`src/rtl/fetch_prefetch.sv`:
```
// Instruction-fetch stage: owns the PC, issues one word request at a time and
// buffers returned instructions with their PCs in a DEPTH-entry circular queue.
module fetch_prefetch #(
  parameter int unsigned DEPTH    = 2,
  parameter logic [31:0] RESET_PC = 32'h0000_0000,
  parameter logic [31:0] NOP      = 32'h0000_0013
) (
  input  logic        i_clk,
  input  logic        i_rst_n,
  input  logic        i_flush_sig,
  input  logic [31:0] i_flush_pc,
  input  logic        i_branch_sig,
  input  logic [31:0] i_branch_pc,
  output logic        o_mem_req,
  output logic [31:0] o_mem_addr,
  input  logic        i_mem_gnt,
  input  logic        i_mem_rvalid,
  input  logic [31:0] i_mem_rdata,
  output logic        o_inst_valid,
  output logic [31:0] o_inst,
  output logic [31:0] o_pc,
  input  logic        i_decode_ready
);

  localparam int unsigned   PW   = (DEPTH > 1) ? $clog2(DEPTH) : 1;
  localparam int unsigned   CW   = $clog2(DEPTH + 1);
  localparam logic [PW-1:0] LAST = PW'(DEPTH - 1);
  localparam logic [CW-1:0] FULL = CW'(DEPTH);

  logic [31:0]   pc_q;
  logic [31:0]   req_pc;
  logic          pending;
  logic          drop;
  logic [CW-1:0] count;
  logic [PW-1:0] wr_ptr;
  logic [PW-1:0] rd_ptr;
  logic [31:0]   inst_mem [DEPTH];
  logic [31:0]   pc_mem   [DEPTH];

  logic          redirect;
  logic [31:0]   target;
  logic          grant;
  logic          resp;
  logic          push;
  logic          pop;

  function automatic logic [PW-1:0] next_ptr(input logic [PW-1:0] p);
    return (p == LAST) ? '0 : p + PW'(1);
  endfunction

  // Flush outranks a branch; targets are always forced to word alignment.
  always_comb begin
    redirect = i_flush_sig | i_branch_sig;
    target   = (i_flush_sig ? i_flush_pc : i_branch_pc) & 32'hFFFF_FFFC;
  end

  // A request is only offered when no response is outstanding and a queue slot
  // is guaranteed, so the queue can never overflow.
  assign o_mem_req  = i_rst_n & ~redirect & ~pending & (count < FULL);
  assign o_mem_addr = pc_q;

  assign grant = o_mem_req & i_mem_gnt;
  assign resp  = i_mem_rvalid & pending;
  assign push  = resp & ~drop & ~redirect;
  assign pop   = o_inst_valid & i_decode_ready & ~redirect;

  always_ff @(posedge i_clk or negedge i_rst_n) begin
    if (!i_rst_n) begin
      pc_q    <= RESET_PC;
      req_pc  <= '0;
      pending <= 1'b0;
      drop    <= 1'b0;
      count   <= '0;
      wr_ptr  <= '0;
      rd_ptr  <= '0;
    end else if (redirect) begin
      pc_q   <= target;
      count  <= '0;
      wr_ptr <= '0;
      rd_ptr <= '0;
      // An in-flight response that has not arrived yet must be swallowed later.
      if (resp) begin
        pending <= 1'b0;
        drop    <= 1'b0;
      end else if (pending) begin
        drop <= 1'b1;
      end
    end else begin
      if (grant) begin
        pending <= 1'b1;
        req_pc  <= pc_q;
        pc_q    <= pc_q + 32'd4;
      end
      if (resp) begin
        pending <= 1'b0;
        drop    <= 1'b0;
      end
      if (push) wr_ptr <= next_ptr(wr_ptr);
      if (pop)  rd_ptr <= next_ptr(rd_ptr);
      case ({push, pop})
        2'b10:   count <= count + CW'(1);
        2'b01:   count <= count - CW'(1);
        default: count <= count;
      endcase
    end
  end

  always_ff @(posedge i_clk) begin
    if (push) begin
      inst_mem[wr_ptr] <= i_mem_rdata;
      pc_mem[wr_ptr]   <= req_pc;
    end
  end

  assign o_inst_valid = (count != '0);
  assign o_inst       = o_inst_valid ? inst_mem[rd_ptr] : NOP;
  assign o_pc         = o_inst_valid ? pc_mem[rd_ptr] : 32'h0;

endmodule

```
`config.mk`:
```
export PLATFORM = sky130hd
export DESIGN_NAME = fetch_prefetch
export DESIGN_NICKNAME = d
export VERILOG_FILES = /design/src/rtl/fetch_prefetch.sv
export SDC_FILE = /design/constraint.sdc
export NUM_CORES = 1
export LEC_CHECK = 0
export ABC_CLOCK_PERIOD_IN_PS = 6300
export CORE_ASPECT_RATIO = 0.6
export CORE_MARGIN = 3
export CORE_UTILIZATION = 33
export DETAILED_ROUTE_END_ITERATION = 8
export GPL_TIMING_DRIVEN = 0
export REMOVE_ABC_BUFFERS = 1
export SLEW_MARGIN = 10
export SYNTH_ARGS = -nofsm -noshare
export SYNTH_HDL_FRONTEND = slang
export SYNTH_SLANG_ARGS = --single-unit
```
`constraint.sdc`:
```
create_clock -name i_clk -period 6.3 [get_ports i_clk]
set_clock_uncertainty 0.05 [all_clocks]
set_input_delay 1.89 -clock i_clk [delete_from_list [all_inputs] [get_ports i_clk]]
set_output_delay 1.89 -clock i_clk [all_outputs]
set_load 0.05 [all_outputs]
```
==> results.tsv, run 1 <==
stage	metric	value	unit
worst_setup_path	crit path DAT	3900	ps
sta	Slew headroom	19.8	%
sta	RSZ-0062 raised after global routing	false	
synthesis	Cell variety after synth	54	
detailed_routing	initial DRC count	346	
detailed_routing	via count	5933	
sta	final worst setup slack	460	ps
clock_tree	deepest clock path buffer count	2	
clock_tree	Reg clk slew, reported paths	80	ps
worst_setup_path	critical path launch point type	input pin	
sta	Final Cycle Share	92.7	%
placement	gpl congestion	0.744	
synthesis	Post-synth ARST share	34.7	%
pwr	Sw Pwr	782	uW
global_routing	largest net degree at the start of global routing	46	
synthesis	Post-synth EDFFs	124	
placement	DP Cell Count	1173	
detailed_routing	Detail Route Antenna Nets	0	
cells_and_area	number of fill cells	2143	
synthesis	dominant synthesized flop cell	edfxtp_1	
floorplanning	die width	209	um
pwr	Power per Cell Area	267	nW/um2
clock_tree	clk_lat worst skew	440	ps
placement	dpl ws	-660	ps
clock_tree	TritonCTS clock tree	yes	
run_status	status	finished, final reports clean	
global_routing	Overall Global Routing Usage	17.3	%
pwr	Clock Power Share	37.5	%
synthesis	Mapped Cells	683	
global_routing	first-pass GRT wire length	35100	um
sta	Max Fclk	171	MHz
floorplanning	core box area	23700	um2
pwr	VDD IR-drop max	180	uV
placement	DP HPWL	16100	um
sta	Final Slew Violations	0	
pwr	Flop pwr share	49.8	%
floorplanning	Ports	201	
clock_tree	clk sinks	190	
placement	Port Buffers	192	
synthesis	top-area cell type share of the netlist area	45.5	%
pwr	cell internal pwr	2.23	mW
worst_setup_path	Worst EP required	4360	ps
cells_and_area	most frequent cells in the layout	clkdlybuf4s50_1 (188), edfxtp_1 (124), nand2_1 (118)	
detailed_routing	drt wl/cell	19.1	um
cells_and_area	layout cell share with drive strength beyond 1	8.09	%
clock_tree	Root Driver	clkbuf_16	
synthesis	post-synthesis sequential element count	190	
detailed_routing	drt via density	4.92	
synthesis	syn avg cell area	12.0	um2
detailed_routing	# DRC	0	
global_routing	GRT Residual Overflow	0	
cells_and_area	most common cell after layout, fill and taps aside	clkdlybuf4s50_1	
cells_and_area	post-route insts no fill	1205	
pwr	Comb pwr share	12.7	%
cells_and_area	final net count	981	
cells_and_area	ant diodes	0	
floorplanning	Die Y-Extent	128	um
detailed_routing	DRT Pass-1 Iters	5	
synthesis	synth top area cells	edfxtp_1 (45%), dfrtp_1 (20%), mux2i_1 (8.4%), nand2_1 (5.4%), nor2_1 (4.1%)	
worst_setup_path	Crit Path Category	input pin to output pin	
sta	Final Hold Vio Count	0	
detailed_routing	Post-Route WL	23000	um
pwr	Sw Share	25.9	%
cells_and_area	Area growth, synth to finish	38.1	%
hold_path	hold crit path type	flip-flop to flip-flop	
synthesis	post-synthesis sequential area ratio	65.7	%
floorplanning	Starting Density	34.5	%
worst_setup_path	Worst Path Max Fanout	27	
pwr	static leakage	4.06	nW
clock_tree	Post-CTS Repair Setup Buffers	0	
synthesis	YS warnings	0	
sta	# setup viols final	0	
sta	Least-Margin Pin Slew	1200	ps
sta	Post-Route Setup TNS	0	ps
flow_run	max-cap violations	0	
clock_tree	total CTS buffers	17	
global_routing	vias in the first global route	5826	
floorplanning	row cnt	43	
clock_tree	H-tree lvl count	4	
worst_setup_path	crit path capture type	output pin	
global_routing	initial antenna violation count	0	
floorplanning	full die area	26800	um2
synthesis	mapped cell area	8180	um2
synthesis	Synth area leader	edfxtp_1	
sta	Final min period	5840	ps
[through the flow]
step	instance area, um2	hold WS, ps	total power, mW	util, %
2_1_floorplan	8000	392	1.71	-
3_3_place_gp	10300	402	1.90	43.5
3_5_place_dp	10700	406	1.91	45.0
4_1_cts	11300	419	3.05	47.6
5_1_grt	11300	437	3.14	47.6
6_report	11300	421	3.01	47.6
[sequential cells by signal, summed over array words and instances, names as in the netlist]
register / count
rd_ptr: 1
pending: 1
wr_ptr: 1
pc_mem: 60
o_mem_addr: 30
count: 2
inst_mem: 64
req_pc: 30
drop: 1
[cell type report]
type	count	area [um2]	area share, %
clock inverter	12	160	1.42
clock buffer	20	457	4.04
multi-input combinational	443	2630	23.3
timing repair buffer	215	2240	19.8
tap	315	394	3.49
inverter	10	37.5	0.332
sequential	190	5380	47.6
[cell usage after synthesis (2+ instances only)]
cell type / instances
mux2i_1: 69
o21ai_0: 18
and4_1: 3
o22ai_1: 13
nand2_1: 118
nand3_1: 17
nor2b_1: 3
clkbuf_1: 21
or4_1: 2
a221oi_1: 2
xnor2_1: 10
buf_1: 8
nor3_1: 10
a211oi_1: 2
o211ai_1: 7
inv_1: 9
a22oi_1: 4
dfrtp_1: 66
xor2_1: 6
nor2_1: 89
a21oi_1: 23
and2_1: 2
nand4_1: 9
o221ai_1: 4
o32a_1: 2
buf_4: 4
buf_2: 9
and3_1: 3
mux2_2: 2
edfxtp_1: 124
[logic make-up after synthesis]
logic type | synth area share [%]
compound gates | 6.36
xor+xnor | 1.71
fa+ha+maj | 0.153
buf+inv | 2.84
flops | 65.7
mux | 8.71
other cells | 0.0458
simple gates | 14.5
[routing by layer]
metal / part of all wire [%] / vias to the layer above / routed length (um) / track usage (%)
li1: - / 2827 / - / -
met1: 49 / 2914 / 11300 / 25.1
met2: 43 / 177 / 9790 / 25.0
met3: 7.2 / 15 / 1640 / 5.50
met4: 0.87 / 0 / 199 / 4.41
met5: 0 / - / 0 / 0
[path summary, 6_finish.rpt]
check / endpoint / depth (start not counted) / from / slack, ps
hold reg to reg: pc_mem[0][30]$_DFFE_PP_ / 0 / req_pc[30]$_DFFE_PN0P_ / 420
setup / recovery: o_mem_req / 4 / i_branch_sig / 460
setup reg to reg: o_mem_addr[24]$_DFFE_PN0P_ / 5 / count[1]$_DFFE_PN0P_ / 3350
min in group asynchronous: req_pc[17]$_DFFE_PN0P_ / 1 / i_rst_n / 1340
max in group asynchronous: rd_ptr$_DFFE_PN0P_ / 2 / i_rst_n / 4280
hold / removal: pc_mem[0][30]$_DFFE_PP_ / 0 / req_pc[30]$_DFFE_PN0P_ / 420
[repair_timing]
| action | 4_1_cts | 5_1_grt |
|---|---|---|
| hold buffers | 0 | 0 |
| gates resized for setup | 2 | 1 |
| endpoints found under the setup margin | 1 | 1 |
[power groups by stage]
| stage | combinational, mW | clock, mW | sequential, mW |
|---|---|---|---|
| 2_1_floorplan | 0.128 | 0 | 1.58 |
| 5_1_grt | 0.416 | 1.21 | 1.51 |
| 6_report | 0.383 | 1.13 | 1.50 |
| 3_5_place_dp | 0.384 | 0 | 1.53 |
| 3_3_place_gp | 0.372 | 0 | 1.52 |
| 4_1_cts | 0.386 | 1.16 | 1.50 |
[critical path, cell delays in order]
cell and delay, ps:
dlygate4sd2_1 630, or2_4 580, nor4b_1 310, dlymetal6s2s_1 460
(Power assumes the default switching activity.)
==> run 2: changes to the inputs <==
- PLACE_DENSITY: unset -> 0.56
==> run 2 against run 1 <==
Net effect:
- flip-flop and latch count unchanged
- cell area decreased by 0.86%
- global-route usage decreased by 0.19 points
- largest cell class unchanged
- register-to-register slack got worse by 430 ps
- largest power group unchanged
- cell count decreased by 0.25%
- power decreased by 0.95%
- clock power about the same
- critical endpoint unchanged
- sequential power about the same
- setup slack got worse by 150 ps
- via count decreased by 1.0%
==> results.tsv, run 2 (synthesized netlist as in run 1, its figures left out) <==
stage	metric	value	unit	change
run_status	status	finished, final reports clean		
floorplanning	full die area	26800	um2	unchanged
clock_tree	clk sinks	190		unchanged
sta	Slew headroom	18.4	%	-1.4 points
clock_tree	H-tree lvl count	4		unchanged
worst_setup_path	R2R Setup Slk	2920	ps	-430 ps
pwr	Comb pwr share	12.5	%	-0.2 points
worst_setup_path	Crit Path Category	input pin to output pin		
detailed_routing	Met3 Wirelength	1480	um	-9.7%
floorplanning	Ports	201		unchanged
cells_and_area	number of fill cells	2184		+1.9%
global_routing	Overall Global Routing Usage	17.1	%	-0.19 points
worst_setup_path	Worst Path Max Fanout	27		unchanged
clock_tree	deepest clock path buffer count	2		unchanged
hold_path	hold crit path type	flip-flop to flip-flop		
floorplanning	row cnt	43		unchanged
pwr	Power per Cell Area	267	nW/um2	about the same
hold_path	hold worst-path end	pc_mem[1][8]$_DFFE_PP_		
clock_tree	Reg clk slew, reported paths	70	ps	about the same
global_routing	largest net degree at the start of global routing	46		unchanged
clock_tree	total CTS buffers	17		unchanged
global_routing	initial antenna violation count	0		unchanged
cells_and_area	fin util	47.2	%	-0.41 points
clock_tree	Root Driver	clkbuf_16		
worst_setup_path	Worst R2R Path Depth	5		unchanged
global_routing	GRT Residual Overflow	0		unchanged
worst_setup_path	crit path DAT	4050	ps	+150 ps
pwr	Clock Power Share	37.1	%	-0.4 points
cells_and_area	Area growth, synth to finish	36.9	%	
placement	gpl congestion	0.722		-2.9%
sta	Max Fclk	167	MHz	-2.5%
detailed_routing	Detail Route Antenna Nets	0		unchanged
detailed_routing	drt via density	4.89		-0.78%
sta	Final Hold Vio Count	0		unchanged
detailed_routing	Post-Route WL	22900	um	-0.16%
hold_path	Hold Crit Start	req_pc[8]$_DFFE_PN0P_		
cells_and_area	most common cell after layout, fill and taps aside	clkdlybuf4s50_1		
cells_and_area	ant diodes	0		unchanged
clock_tree	TritonCTS clock tree	yes		
floorplanning	die width	209	um	unchanged
detailed_routing	DR WL met2	9850	um	+0.57%
global_routing	first-pass GRT wire length	34800	um	-0.73%
pwr	cell internal pwr	2.22	mW	-0.63%
sta	Final min period	5990	ps	+149 ps
cells_and_area	final net count	978		-0.31%
floorplanning	core box area	23700	um2	unchanged
detailed_routing	uppermost routed layer	met4		
cells_and_area	Top Registers	inst_mem x64, pc_mem x60		
placement	Port Buffers	192		unchanged
detailed_routing	via count	5872		-1.0%
sta	# setup viols final	0		unchanged
placement	DP HPWL	15900	um	-1.4%
sta	Final Slew Violations	0		unchanged
detailed_routing	initial DRC count	349		+0.87%
placement	DP Cell Count	1170		-0.26%
flow_run	max-cap violations	0		unchanged
hold_path	hold path depth	0		unchanged
detailed_routing	M1 WL	11500	um	+1.4%
sta	Final Cycle Share	95.1	%	+2.4 points
floorplanning	Starting Density	34.5	%	unchanged
cells_and_area	most frequent cells in the layout	clkdlybuf4s50_1 (188), edfxtp_1 (124), nand2_1 (118)		
pwr	static leakage	4.01	nW	-1.2%
sta	Post-Route Setup TNS	0	ps	unchanged
pwr	VDD IR-drop max	167	uV	-7.1%
floorplanning	Die Y-Extent	128	um	unchanged
cells_and_area	layout cell share with drive strength beyond 1	7.89	%	-0.20 points
sta	Least-Margin Pin Slew	1220	ps	+20.8 ps
worst_setup_path	Worst EP required	4360	ps	about the same
cells_and_area	Most flops, register	inst_mem		
pwr	Flop pwr share	50.3	%	+0.5 points
cells_and_area	post-route insts no fill	1202		-0.25%
detailed_routing	# DRC	0		unchanged
pwr	Sw Pwr	767	uW	-1.9%
worst_setup_path	r2r startpoint	count[1]$_DFFE_PN0P_		
clock_tree	clk_lat worst skew	430	ps	about the same
pwr	Sw Share	25.7	%	-0.24 points
worst_setup_path	critical path launch point type	input pin		
worst_setup_path	crit path capture type	output pin		
detailed_routing	DRT Pass-1 Iters	4		-1
sta	RSZ-0062 raised after global routing	false		
cells_and_area	max reg flops	64		unchanged
sta	worst hold slack	417	ps	-3.89 ps
detailed_routing	drt wl/cell	19.1	um	about the same
global_routing	vias in the first global route	5782		-0.76%
worst_setup_path	worst r2r dst	o_mem_addr[14]$_DFFE_PN0P_		
pwr	post-layout power	2.99	mW	-0.95%
run 2: cell count changes in the layout (fill, tap and decap cells not counted), sizes merged:
cell and delta:
inv -1, dlygate4sd2 +1, clkbuf -1, clkinv +2, dlymetal6s2s -1, buf -3
run 2: metal layers:
metal	vias up	GRT usage (%)
li1	2824	-
met5	-	0
met4	0	2.64
met3	8	5.40
met1	2885	25.2
met2	155	25.3
run 2: metrics by stage:
step	setup slack, ps	cell area [um2]
after global placement	-5970	10300
after detailed placement	-701	10600
after global routing	200	11200
after CTS	298	11200
after floorplan	-934	8000
final	311	11200
run 2: timing repair:
action | 4_1_cts | 5_1_grt
resized for setup | 3 | 0
hold buffers | 0 | 0
setup buffers | 0 | 0
setup endpoints to repair | 1 | 0
run 2: worst max-delay path: stages:
cell and delay (ps):
dlygate4sd2_1 640, or2_4 600, nor4b_1 320, dlygate4sd2_1 570
run 2: worst max path at each step:
stage	start	end	slack, ps	depth (start not counted)
3_3_place_gp	i_flush_sig	inst_mem[1][31]$_DFFE_PP_	-5970	3
5_1_grt	i_branch_sig	o_mem_req	200	4
3_5_place_dp	i_branch_sig	o_mem_req	-700	4
6_report	i_branch_sig	o_mem_req	310	4
2_1_floorplan	i_branch_sig	inst_mem[0][0]$_DFFE_PP_	-930	2
4_1_cts	i_branch_sig	o_mem_req	300	4
run 2: final cells by class:
class | instances | area (um2) | area share [%]
clock inverters | 13 | 165 | 1.47
inverters | 10 | 37.5 | 0.335
well taps | 315 | 394 | 3.52
clock buffers | 19 | 443 | 3.95
flip-flops and latches | 190 | 5380 | 48.0
repair buffers | 212 | 2150 | 19.2
multi-input cells | 443 | 2630 | 23.5
run 2: power groups by stage:
stage                     Sequential, mW  Combinational, mW  Clock, mW
after floorplan                     1.58              0.128          0
after global placement              1.52              0.368          0
after detailed placement            1.53              0.376          0
after CTS                           1.50              0.378       1.14
after global routing                1.51              0.407       1.20
final                               1.50              0.374       1.11
==> run 3: changes to the inputs <==
- ABC_CLOCK_PERIOD_IN_PS: 6300 -> 6500
- GPL_ROUTABILITY_DRIVEN: unset -> 0
- clock period: 6.3 -> 6.5 ns (I/O delays scaled with it)
==> run 3 against run 2 <==
Net effect:
- die area unchanged
- largest cell class unchanged
- first-iteration DRC count is the same
- worst hold slack stayed put
- highest routed layer unchanged
==> results.tsv, run 3 (synthesized netlist as in run 1, its figures left out) <==
stage	metric	value	unit	change
cells_and_area	Area growth, synth to finish	36.8	%	about the same
clock_tree	clk_lat worst skew	430	ps	about the same
cells_and_area	final net count	978		unchanged
placement	Port Buffers	192		unchanged
placement	DP HPWL	15900	um	unchanged
global_routing	largest net degree at the start of global routing	46		unchanged
detailed_routing	# DRC	0		unchanged
worst_setup_path	crit path DAT	4130	ps	+80 ps
worst_setup_path	critical path launch point type	input pin		
pwr	static leakage	4.01	nW	-0.13%
sta	# setup viols final	0		unchanged
hold_path	Hold Crit Start	req_pc[8]$_DFFE_PN0P_		
clock_tree	total CTS buffers	17		unchanged
floorplanning	row cnt	43		unchanged
sta	Final min period	6130	ps	
pwr	Clock Power Share	37.2	%	about the same
cells_and_area	fin util	47.2	%	about the same
cells_and_area	design area	11200	um2	about the same
cells_and_area	max reg flops	64		unchanged
global_routing	initial antenna violation count	0		unchanged
pwr	VDD IR-drop max	162	uV	-3.1%
sta	Final Slew Violations	0		unchanged
placement	placed cell areas	10600	um2	unchanged
clock_tree	# resized after CTS	2		-1
pwr	Comb pwr share	12.5	%	about the same
pwr	Flop pwr share	50.3	%	about the same
floorplanning	Ports	201		unchanged
global_routing	GRT Residual Overflow	0		unchanged
clock_tree	Reg clk slew, reported paths	70	ps	about the same
global_routing	vias in the first global route	5782		unchanged
detailed_routing	via count	5873		+0.017%
sta	Max Fclk	163	MHz	
global_routing	first-pass GRT wire length	34800	um	unchanged
detailed_routing	drt wl/cell	19.1	um	about the same
worst_setup_path	Worst Path Max Fanout	27		unchanged
detailed_routing	initial DRC count	349		unchanged
clock_tree	Post-CTS Repair Setup Buffers	0		unchanged
clock_tree	Root Driver	clkbuf_16		
detailed_routing	Post-Route WL	22900	um	about the same
sta	Slew headroom	22.8	%	+4.4 points
detailed_routing	drt via density	4.89		about the same
clock_tree	clk sinks	190		unchanged
floorplanning	full die area	26800	um2	unchanged
flow_run	max-cap violations	0		unchanged
pwr	cell internal pwr	2.15	mW	-3.1%
sta	final worst setup slack	366	ps	+55.2 ps
clock_tree	CTS Hold Bufs	0		unchanged
cells_and_area	layout cell share with drive strength beyond 1	8.00	%	+0.11 points
worst_setup_path	r2r startpoint	count[1]$_DFFE_PN0P_		
pwr	Power per Cell Area	258	nW/um2	-3.0%
worst_setup_path	Crit Path Category	input pin to output pin		
sta	Final Cycle Share	94.4	%	
clock_tree	TritonCTS clock tree	yes		
sta	RSZ-0062 raised after global routing	false		
floorplanning	Die Y-Extent	128	um	unchanged
cells_and_area	Most flops, register	inst_mem		
run_status	status	finished, final reports clean		
hold_path	hold crit path type	flip-flop to flip-flop		
sta	Least-Margin Pin Slew	1150	ps	-70.9 ps
cells_and_area	ant diodes	0		unchanged
global_routing	Overall Global Routing Usage	17.1	%	unchanged
detailed_routing	Detail Route Antenna Nets	0		unchanged
pwr	Sw Share	25.7	%	about the same
worst_setup_path	crit path capture type	output pin		
clock_tree	deepest clock path buffer count	2		unchanged
cells_and_area	most common cell after layout, fill and taps aside	clkdlybuf4s50_1		
sta	worst hold slack	417	ps	unchanged
floorplanning	die width	209	um	unchanged
worst_setup_path	Worst EP required	4500	ps	+140 ps
cells_and_area	Top Registers	inst_mem x64, pc_mem x60		
clock_tree	H-tree lvl count	4		unchanged
placement	dpl ws	-621	ps	+80.0 ps
detailed_routing	DRT Pass-1 Iters	4		unchanged
cells_and_area	most frequent cells in the layout	clkdlybuf4s50_1 (189), edfxtp_1 (124), nand2_1 (118)		
floorplanning	Starting Density	34.5	%	unchanged
sta	Final Hold Vio Count	0		unchanged
worst_setup_path	CP startpoint	i_branch_sig		
pwr	Sw Pwr	744	uW	-3.0%
floorplanning	core box area	23700	um2	unchanged
==> run 3: changes by cell type in the layout (fill, tap and decap cells not counted) <==
cell / before / now
clkdlybuf4s50_1: 188 / 189
clkbuf_2: 0 / 1
dlygate4sd2_1: 2 / 0
==> run 3: final cells by class <==
cell class,count,area [um2]
clock buffer,19,443
clock inverter,13,165
fill,2183,12500
inverter,10,37.5
multi-input combinational,443,2630
sequential,190,5380
tap,315,394
timing repair buffer,212,2150
==> run 3: stage by stage <==
step / instances / power, mW / TNS [ps]
after CTS: 1202 / 2.93 / 0
after global placement: 1150 / 1.83 / -955460
final: 1202 / 2.89 / 0
after global routing: 1202 / 3.02 / 0
after floorplan: 643 / 1.66 / -98510
after detailed placement: 1170 / 1.85 / -621
==> run 3: per-layer routing <==
metal	GRT usage (%)	vias to the layer above	share of wire, %
met5	0	-	0
met4	2.64	0	0.47
met3	5.40	8	6.5
met2	25.3	155	43
met1	25.2	2886	50
li1	-	2824	-
==> run 3: path summary, 6_finish.rpt <==
| path | to | slack, ps | depth (start not counted) |
|---|---|---|---|
| worst max-delay path | o_mem_req | 370 | 4 |
| worst min-delay path | pc_mem[1][8]$_DFFE_PP_ | 420 | 0 |
| worst max register to register | o_mem_addr[14]$_DFFE_PN0P_ | 3120 | 5 |
| worst min register to register | pc_mem[1][8]$_DFFE_PP_ | 420 | 0 |
| max in group asynchronous | rd_ptr$_DFFE_PN0P_ | 4370 | 2 |
| min in group asynchronous | o_mem_addr[19]$_DFFE_PN0P_ | 1430 | 1 |
==> run 3: power groups by stage <==
| stage | Clock (mW) | Sequential (mW) | Combinational, mW |
|---|---|---|---|
| after floorplan | 0 | 1.53 | 0.124 |
| after global placement | 0 | 1.48 | 0.357 |
| after detailed placement | 0 | 1.48 | 0.364 |
| after CTS | 1.10 | 1.46 | 0.366 |
| after global routing | 1.16 | 1.47 | 0.395 |
| final | 1.08 | 1.46 | 0.363 |
==> run 3: critical path: stages <==
cell,delay (ps)
clkbuf_2,400
or2_4,560
nor4b_1,340
clkdlybuf4s50_1,860
